==> src/rtl/serial_adder_pkg.sv <==
// Shared definitions for the bit-serial adder: FSM state encoding and the
// default operand width.
package serial_adder_pkg;

  typedef enum logic [1:0] {
    IDLE  = 2'd0,
    SHIFT = 2'd1,
    DONE  = 2'd2
  } state_t;

  localparam int WIDTH_DEFAULT = 8;

endpackage

==> src/rtl/serial_adder_full_adder_cell.sv <==
// One-bit full adder assembled from two half-adder stages; the stage carries
// are ORed since they can never both be set.
module full_adder_cell (
  input  logic a,
  input  logic b,
  input  logic cin,
  output logic s,
  output logic co
);

  logic s1;
  logic c1;
  logic c2;

  // first half adder: a + b
  assign s1 = a ^ b;
  assign c1 = a & b;

  // second half adder: partial sum + carry-in
  assign s  = s1 ^ cin;
  assign c2 = s1 & cin;

  assign co = c1 | c2;

endmodule

==> src/rtl/serial_adder.sv <==
// Bit-serial WIDTH-bit adder, LSB first, one bit per clock, with a
// start/busy/done handshake. Define SERIAL_ADDER_SUB_EN to add a 'sub'
// input that turns the operation into a - b (cout=1 means no borrow).
module serial_adder
  import serial_adder_pkg::*;
#(
  parameter int WIDTH = WIDTH_DEFAULT,
  parameter int CNT_W = $clog2(WIDTH) + 1
) (
  input  logic             clk,
  input  logic             rst_n,
  input  logic             start,
  input  logic [WIDTH-1:0] a,
  input  logic [WIDTH-1:0] b,
`ifdef SERIAL_ADDER_SUB_EN
  input  logic             sub,
`endif
  input  logic             cin,
  output logic             busy,
  output logic             done,
  output logic [WIDTH-1:0] sum,
  output logic             cout
);

  localparam logic [CNT_W-1:0] LAST_BIT = CNT_W'(WIDTH - 1);

  state_t           state;
  logic [WIDTH-1:0] ra;
  logic [WIDTH-1:0] rb;
  logic             carry;
  logic [CNT_W-1:0] cnt;
  logic             fa_s;
  logic             fa_co;

  // operand capture values; subtraction uses a + ~b + 1
  logic [WIDTH-1:0] b_load;
  logic             c_load;

`ifdef SERIAL_ADDER_SUB_EN
  assign b_load = sub ? ~b : b;
  assign c_load = sub ? 1'b1 : cin;
`else
  assign b_load = b;
  assign c_load = cin;
`endif

  full_adder_cell u_fa (
    .a   (ra[0]),
    .b   (rb[0]),
    .cin (carry),
    .s   (fa_s),
    .co  (fa_co)
  );

  // control FSM and datapath registers; all outputs are registered
  always_ff @(posedge clk or negedge rst_n) begin
    if (!rst_n) begin
      state <= IDLE;
      busy  <= 1'b0;
      done  <= 1'b0;
      sum   <= '0;
      cout  <= 1'b0;
      ra    <= '0;
      rb    <= '0;
      carry <= 1'b0;
      cnt   <= '0;
    end else begin
      done <= 1'b0;
      case (state)
        IDLE, DONE: begin
          if (start) begin
            ra    <= a;
            rb    <= b_load;
            carry <= c_load;
            cnt   <= '0;
            sum   <= '0;
            cout  <= 1'b0;
            busy  <= 1'b1;
            state <= SHIFT;
          end else begin
            state <= IDLE;
          end
        end
        SHIFT: begin
          carry <= fa_co;
          sum   <= {fa_s, sum[WIDTH-1:1]};
          ra    <= ra >> 1;
          rb    <= rb >> 1;
          cnt   <= cnt + 1'b1;
          if (cnt == LAST_BIT) begin
            cout  <= fa_co;
            busy  <= 1'b0;
            done  <= 1'b1;
            state <= DONE;
          end
        end
        default: begin
          busy  <= 1'b0;
          state <= IDLE;
        end
      endcase
    end
  end

endmodule

==> config.mk <==
export PLATFORM = sky130hd
export DESIGN_NAME = serial_adder
export DESIGN_NICKNAME = d
export VERILOG_FILES = /design/src/rtl/serial_adder_pkg.sv /design/src/rtl/serial_adder_full_adder_cell.sv /design/src/rtl/serial_adder.sv
export SDC_FILE = /design/constraint.sdc
export NUM_CORES = 1
export LEC_CHECK = 0
export CELL_PAD_IN_SITES_DETAIL_PLACEMENT = 1
export CELL_PAD_IN_SITES_GLOBAL_PLACEMENT = 1
export CORE_AREA = 2 2 63 65
export CTS_BUF_LIST = sky130_fd_sc_hd__clkbuf_8
export DETAILED_ROUTE_END_ITERATION = 7
export DIE_AREA = 0 0 65 67
export PLACE_DENSITY_LB_ADDON = 0.1
export SLEW_MARGIN = 20
export SYNTH_ARGS = -nofsm -noshare
export SYNTH_HDL_FRONTEND = slang
export SYNTH_SLANG_ARGS = --single-unit
==> constraint.sdc <==
create_clock -name clk -period 1.6 [get_ports clk]
set_input_delay 0.48 -clock clk [delete_from_list [all_inputs] [get_ports clk]]
set_output_delay 0.48 -clock clk [all_outputs]
set_load 0.03 [all_outputs]
==> out/summary.txt, run 1 <==
======================================================================================================
Area grow syn2layout                                                                            34.13%
Most common cell in the netlist                                                                dfrtp_1
Number of antenna violations at the first check in global routing                                    0
Cell with the biggest individual delay on the critical path                               dlygate4sd2_1
Setup Skew                                                                                 0.004461 ns
Die extent in x                                                                                  65 µm
Gate count of the mapped netlist                                                                   124
Number of synthesized flops with an enable pin                                                       0
Maximum cell stage delay along the critical path                                               0.41 ns
Register cell area after layout                                                              850.8 µm²
Post-synthesis net count                                                                           146
Peak supply drop                                                                             0.7596 mV
Cts bufs inserted                                                                                    5
Worst-Margin Slew                                                                            0.3203 ns
Number of distinct library cells after synthesis                                                    25
Count of buffers from port buffering                                                                30
Leakage component of the power                                                               0.9532 nW
Cells traversed along the worst timing path                                               dlygate4sd2_1
Unrepaired setup endpoints after global routing                                                  false
Routed WL per cell                                                                            15.17 µm
Required time of the worst setup path                                                          1.12 ns
Number of warnings printed during yosys synthesis                                                    0
DR DRC count                                                                                         0
Crit path kind                                                                                 reg2out
Final GP Congestion                                                                             0.6922
Outcome                                                                                   finished, final reports clean
Starting utilization of the core area                                                           40.67%
Fraction of final layout cells with drive strength greater than 1                               12.20%
Via count of the routed design                                                                    1113
Count of antenna-violating nets left after detailed routing                                          0
Source-to-sink clock delay at the later pin of the worst-skew pair                             0.28 ns
Via-to-Cell Ratio                                                                                5.250
Final Max Tran Viols                                                                                 0
Final number of hold-violating endpoints                                                             0
Headroom to the max-slew limit                                                                  78.73%
Cell family with most CP delay                                                            buffers and inverters
Count of nets after finishing                                                                      185
1st-iter DRT viols                                                                                  50
Floorplan die area                                                                            4355 µm²
Synth area leaders                                                                        dfrtp_1 58%, a22o_1 6.6%, a22oi_1 6.1%, nand3_1 4.1%, nand2_1 4.1%
Total of endpoints with negative setup slack in the final report                                     0
Tcrit/Tclk final                                                                                96.24%
#FFs+latches synth                                                                                  34
Top-level port count                                                                                31
Proportion of register bits with asynchronous set or reset after synthesis                      100.0%
Synth Cell Area                                                                               1466 µm²
Top post-synthesis cells by count                                                         34 x dfrtp_1, 16 x nand2_1, 12 x a22oi_1, 12 x nand3_1, 11 x a22o_1
Clock tree from TritonCTS                                                                        built
Fill cells                                                                                         405
Multi-input gate area                                                                        529.3 µm²
FMAX                                                                                         649.4 MHz
Post-Synthesis Mean Instance Area                                                            11.83 µm²
Clock transition at the register clock pins on the worst setup and hold paths after CTS        0.07 ns
Cell type contributing the most total cell area after synthesis                                dfrtp_1
Setup crit end kind                                                                       primary output
Remaining Overflow, GRT                                                                              0
Crit path buffers/inverters                                                                          1
Part of the Yosys area used for sequential elements                                             58.02%
Die Y-Extent                                                                                     67 µm
Number of maximum-capacitance constraint violations                                                  0
Core area                                                                                     3606 µm²
H-tree depth reported by CTS                                                                         2
Startpoint class of the critical path                                                         register
Time the worst path needs with I/O delays and setup                                           1.540 ns
First-pass GRT wire length                                                                     5616 µm
Synth Flop Type                                                                                dfrtp_1
Peak fanout along the critical path                                                                  3
Pwr/cell area                                                                              1974 nW/µm²
Data arrival time of the critical path                                                         1.06 ns
DR pass1 iterations                                                                                  4
Classification of the worst-slack hold path                                                    reg2reg
CTS root buffer                                                                               clkbuf_8
Antenna diodes                                                                                       0
Detail Placement HPWL                                                                          2211 µm
Routed wire length                                                                             3216 µm
Aggregate global-route resource usage                                                           17.32%
Beginning of the worst register-to-register path                                              state[0]
Vias in the first global route                                                                    1196
Top cell type's share of synthesized area                                                       58.02%
Largest net degree at the start of global routing                                                   35
Worst hold path startpoint                                                                      cnt[3]
Final design utilization                                                                        54.55%
Clock Tree Buf Depth                                                                                 2
Crit path launch                                                                                sum[1]
Number of clock sinks                                                                               34
Final Power                                                                                   3.883 mW
Setup Fix Bufs, Post-CTS                                                                             0
Rows                                                                                                22
======================================================================================================
[area by class of cell]
cell class,count,share of cell area (%)
clock buffers,5,3.499
clock inverters,3,1.908
inverters,3,0.5725
repair buffers,41,20.80
multi-input cells,78,26.91
flip-flops and latches,34,43.26
well taps,48,3.053
[layout by cell type, fill, tap and decap left out]
master            n
a221o_1           2
a22o_1           11
a22oi_1          12
and2b_4           1
buf_12            3
buf_4             8
bufinv_16         1
clkbuf_8          5
clkdlybuf4s15_1   2
clkdlybuf4s50_1  19
dfrtp_1          34
dlygate4sd2_1     9
fa_1              1
ha_1              1
inv_1             5
mux2i_1           5
nand2_1          16
nand2b_1          2
nand3_1          12
nand3b_1          2
nand4_1           1
nor2_1            5
nor2b_1           1
nor2b_4           1
nor3_1            1
nor3_2            1
o21ai_0           1
o2bb2ai_1         1
xnor2_1           1
[per-layer routing]
layer | up-vias | wire length, µm | track usage [%]
li1 | 527 | - | -
met1 | 554 | 1360 | 21.27
met2 | 27 | 1690 | 30.28
met3 | 5 | 133 | 4.223
met4 | 0 | 31 | 4.787
met5 | - | 0 | 0
[what timing repair did]
item,in CTS,in global routing
gates cloned,0,0
hold endpoints to repair,0,0
gates resized for setup,11,2
endpoints found under the setup margin,11,2
hold buffers,0,0
[cell families after synthesis]
| kind of cell | after synthesis | share of synthesized area, % |
|---|---|---|
| buffers and inverters | 12 | 5.886 |
| muxes | 5 | 3.413 |
| AOI/OAI and AO/OA | 27 | 15.02 |
| adders and majority gates | 2 | 2.218 |
| DFF | 34 | 58.02 |
| and+or+nand+nor | 43 | 14.85 |
| xor gates and xnor gates | 1 | 0.5974 |
[metrics by stage]
| step | setup TNS (ns) | hold slack, ns | std cells | setup slack [ns] | area [µm²] |
|---|---|---|---|---|---|
| after floorplan | 0 | 0.1844 | 124 | 0.4323 | 1466 |
| after global placement | -1.929 | 0.4515 | 204 | -0.1267 | 1872 |
| after detailed placement | -2.818 | 0.4617 | 204 | -0.1667 | 1872 |
| after CTS | 0 | 0.4710 | 212 | 0.01469 | 1964 |
| after global routing | 0 | 0.5014 | 212 | 0.01046 | 1967 |
| final | 0 | 0.4681 | 212 | 0.06013 | 1967 |
[sequential cells by signal, summed over array words and instances, names as in the netlist]
signal and count:
state 2, done 1, sum 8, ra 8, rb 8, carry 1, busy 1, cnt 4
cout 1
[worst paths after layout]
kind	cells after the start	slack [ns]	endpoint
setup / recovery	1	0.06	sum[1]
hold / removal	1	0.47	cnt[3]
setup reg to reg	5	0.33	sum[7]
hold reg to reg	1	0.47	cnt[3]
max in group asynchronous	2	0.86	ra[7]
min in group asynchronous	2	0.57	done
[where the power goes]
part           internal, mW  switching [mW]
combinational         0.775           0.921
sequential             1.22           0.225
clock                 0.453           0.289
total                  2.45            1.43
[worst reg2reg max path, delay by kind of cell (launching register included)]
kind,cells,cell delay [ns]
flip-flops,1,0.41
AND/OR/NAND/NOR,2,0.34
buffers and inverters,2,0.33
AO/OA/AOI/OAI,1,0.12
Power figures use the tool's default switching activity.
==> inputs of run 2 (changes only) <==
Settings changed: ABC_AREA set to 0.
==> results of run 2 <==
The final DEF is identical to that of run 1; final timing and power are the same.
==> inputs of run 3 (changes only) <==
Settings changed: SKIP_CTS_REPAIR_TIMING set to 1.
==> out/summary.txt, run 3 (same netlist as run 1, synthesis figures left out) <==
======================================================================================================
Source-to-sink clock delay at the later pin of the worst-skew pair                             0.28 ns
Seq pwr share                                                                                    36.7%
Final number of hold-violating endpoints                                                             0
Number of maximum-capacitance constraint violations                                                  0
Net Sw Power                                                                                  1.445 mW
Starting utilization of the core area                                                           40.67%
DR DRC count                                                                                         0
Setup crit end kind                                                                           register
Worst-Margin Slew                                                                            0.3454 ns
Final Max Tran Viols                                                                                 0
Data arrival time of the critical path                                                         1.64 ns
Headroom to the max-slew limit                                                                  76.93%
Largest net degree at the start of global routing                                                   35
Total of endpoints with negative setup slack in the final report                                     0
Smallest setup slack after layout                                                            0.1249 ns
Count of nets after finishing                                                                      185
Time the worst path needs with I/O delays and setup                                           1.475 ns
Final design utilization                                                                        55.62%
Count of buffers from port buffering                                                                30
Pwr/cell area                                                                              1966 nW/µm²
Summed negative setup slack over all endpoints                                                    0 ns
Routed wire length                                                                             3305 µm
Cts bufs inserted                                                                                    5
1st-iter DRT viols                                                                                  50
Peak-usage layer in the global routing report                                                     met2
Via count of the routed design                                                                    1118
Floorplan die area                                                                            4355 µm²
Fraction of final layout cells with drive strength greater than 1                               12.20%
Met1 Usage GRT                                                                                  21.17%
Top Registers                                                                             ra x8, rb x8, sum x8
Aggregate global-route resource usage                                                           17.29%
Tcrit/Tclk final                                                                                92.20%
Clock Tree Buf Depth                                                                                 2
H-tree depth reported by CTS                                                                         2
DR pass1 iterations                                                                                  4
Final GP Congestion                                                                             0.6922
Clock network fraction of design power                                                           18.9%
Detail Placement HPWL                                                                          2211 µm
Critical R2R Capture                                                                            sum[7]
Setup Skew                                                                                 0.005864 ns
Beginning of the worst register-to-register path                                              state[0]
CTS root buffer                                                                               clkbuf_8
Cell Int Power                                                                                2.499 mW
Die extent in x                                                                                  65 µm
Classification of the worst-slack hold path                                                    reg2reg
Peak fanout along the critical path                                                                 11
Antenna diodes                                                                                       0
Met2 layer usage reported by global route                                                       30.28%
Fin Hold WS                                                                                  0.4682 ns
Clock tree from TritonCTS                                                                        built
Number of clock sinks                                                                               34
Area grow syn2layout                                                                            36.77%
Post-placement worst setup slack                                                            -0.1667 ns
Peak supply drop                                                                             0.7586 mV
Critical path destination                                                                       sum[1]
Highest-count cells in the layout ignoring fill and taps                                  34 x dfrtp_1, 19 x clkdlybuf4s50_1, 16 x nand2_1, 12 x a22oi_1, 12 x nand3_1
Switching part of the total                                                                     36.63%
Maximum cell stage delay along the critical path                                               0.51 ns
Startpoint class of the critical path                                                       input port
Clock transition at the register clock pins on the worst setup and hold paths after CTS        0.07 ns
Required time of the worst setup path                                                          1.77 ns
Cell with the biggest individual delay on the critical path                               clkdlybuf4s50_1
Crit path launch                                                                                 start
Die Y-Extent                                                                                     67 µm
Cells traversed along the worst timing path                                               clkdlybuf4s50_1 -> and2b_4 -> nor2_1 -> buf_12 -> a22o_1
Top-level port count                                                                                31
Most common library cell in the layout ignoring fill and taps                                  dfrtp_1
Final Power                                                                                   3.943 mW
Outcome                                                                                   finished, final reports clean
Met3 Track Usage GR                                                                             4.223%
Slack of the worst reg-to-reg path                                                             0.33 ns
Rows                                                                                                22
Crit path kind                                                                                  in2reg
Combinational share of power                                                                     44.4%
Leakage component of the power                                                                1.074 nW
Number of cell instances on the worst register-to-register path                                      5
Vias in the first global route                                                                    1194
Number of antenna violations at the first check in global routing                                    0
Remaining Overflow, GRT                                                                              0
Core area                                                                                     3606 µm²
FMAX                                                                                         677.9 MHz
Count of antenna-violating nets left after detailed routing                                          0
Unrepaired setup endpoints after global routing                                                  false
First-pass GRT wire length                                                                     5602 µm
Via-to-Cell Ratio                                                                                5.274
Fill cells                                                                                         392
Routed WL per cell                                                                            15.59 µm
======================================================================================================
[run 3: layout make-up]
cell class	instances	area [µm²]	share of cell area, %
clock buffer	5	68.82	3.431
inverter	3	11.26	0.5614
multi-input combinational	78	529.3	26.39
sequential	34	850.8	42.42
timing repair buffer	41	447.9	22.33
clock inverter	3	37.54	1.871
tap	48	60.06	2.994
[run 3: power groups by stage]
stage	sequential, mW	combinational (mW)	clock (mW)
2_1_floorplan	1.61	1.02	0
3_3_place_gp	1.44	1.72	0
3_5_place_dp	1.46	1.77	0
4_1_cts	1.45	1.79	0.768
5_1_grt	1.50	1.94	0.807
6_report	1.45	1.75	0.744
[run 3: metrics by stage]
| step | area [µm²] | cells |
|---|---|---|
| CTS | 1978 | 212 |
| finish | 2006 | 212 |
| global route | 2006 | 212 |
| detailed placement | 1872 | 204 |
| floorplan | 1466 | 124 |
| global placement | 1872 | 204 |
[run 3: how the worst min path moves through the flow]
stage / start / end / slack, ns / cells past startpoint
CTS: cnt[3] / cnt[3] / 0.47 / 1
floorplan: rst_n / busy / 0.18 / 0
finish: cnt[3] / cnt[3] / 0.47 / 1
detailed placement: cnt[3] / cnt[3] / 0.46 / 1
global route: cnt[3] / cnt[3] / 0.50 / 1
global placement: cnt[3] / cnt[3] / 0.45 / 1
[run 3: metal layers]
layer | vias to the layer above | part of all wire [%]
met5 | - | 0
met4 | 0 | 0.94
met3 | 5 | 4.1
met2 | 31 | 52
met1 | 556 | 42
li1 | 526 | -
[run 3: critical path: cells and delay by family]
family | cells | cell delay (ns)
simple gates | 2 | 0.33
buf+inv | 2 | 0.65
compound gates | 1 | 0.18
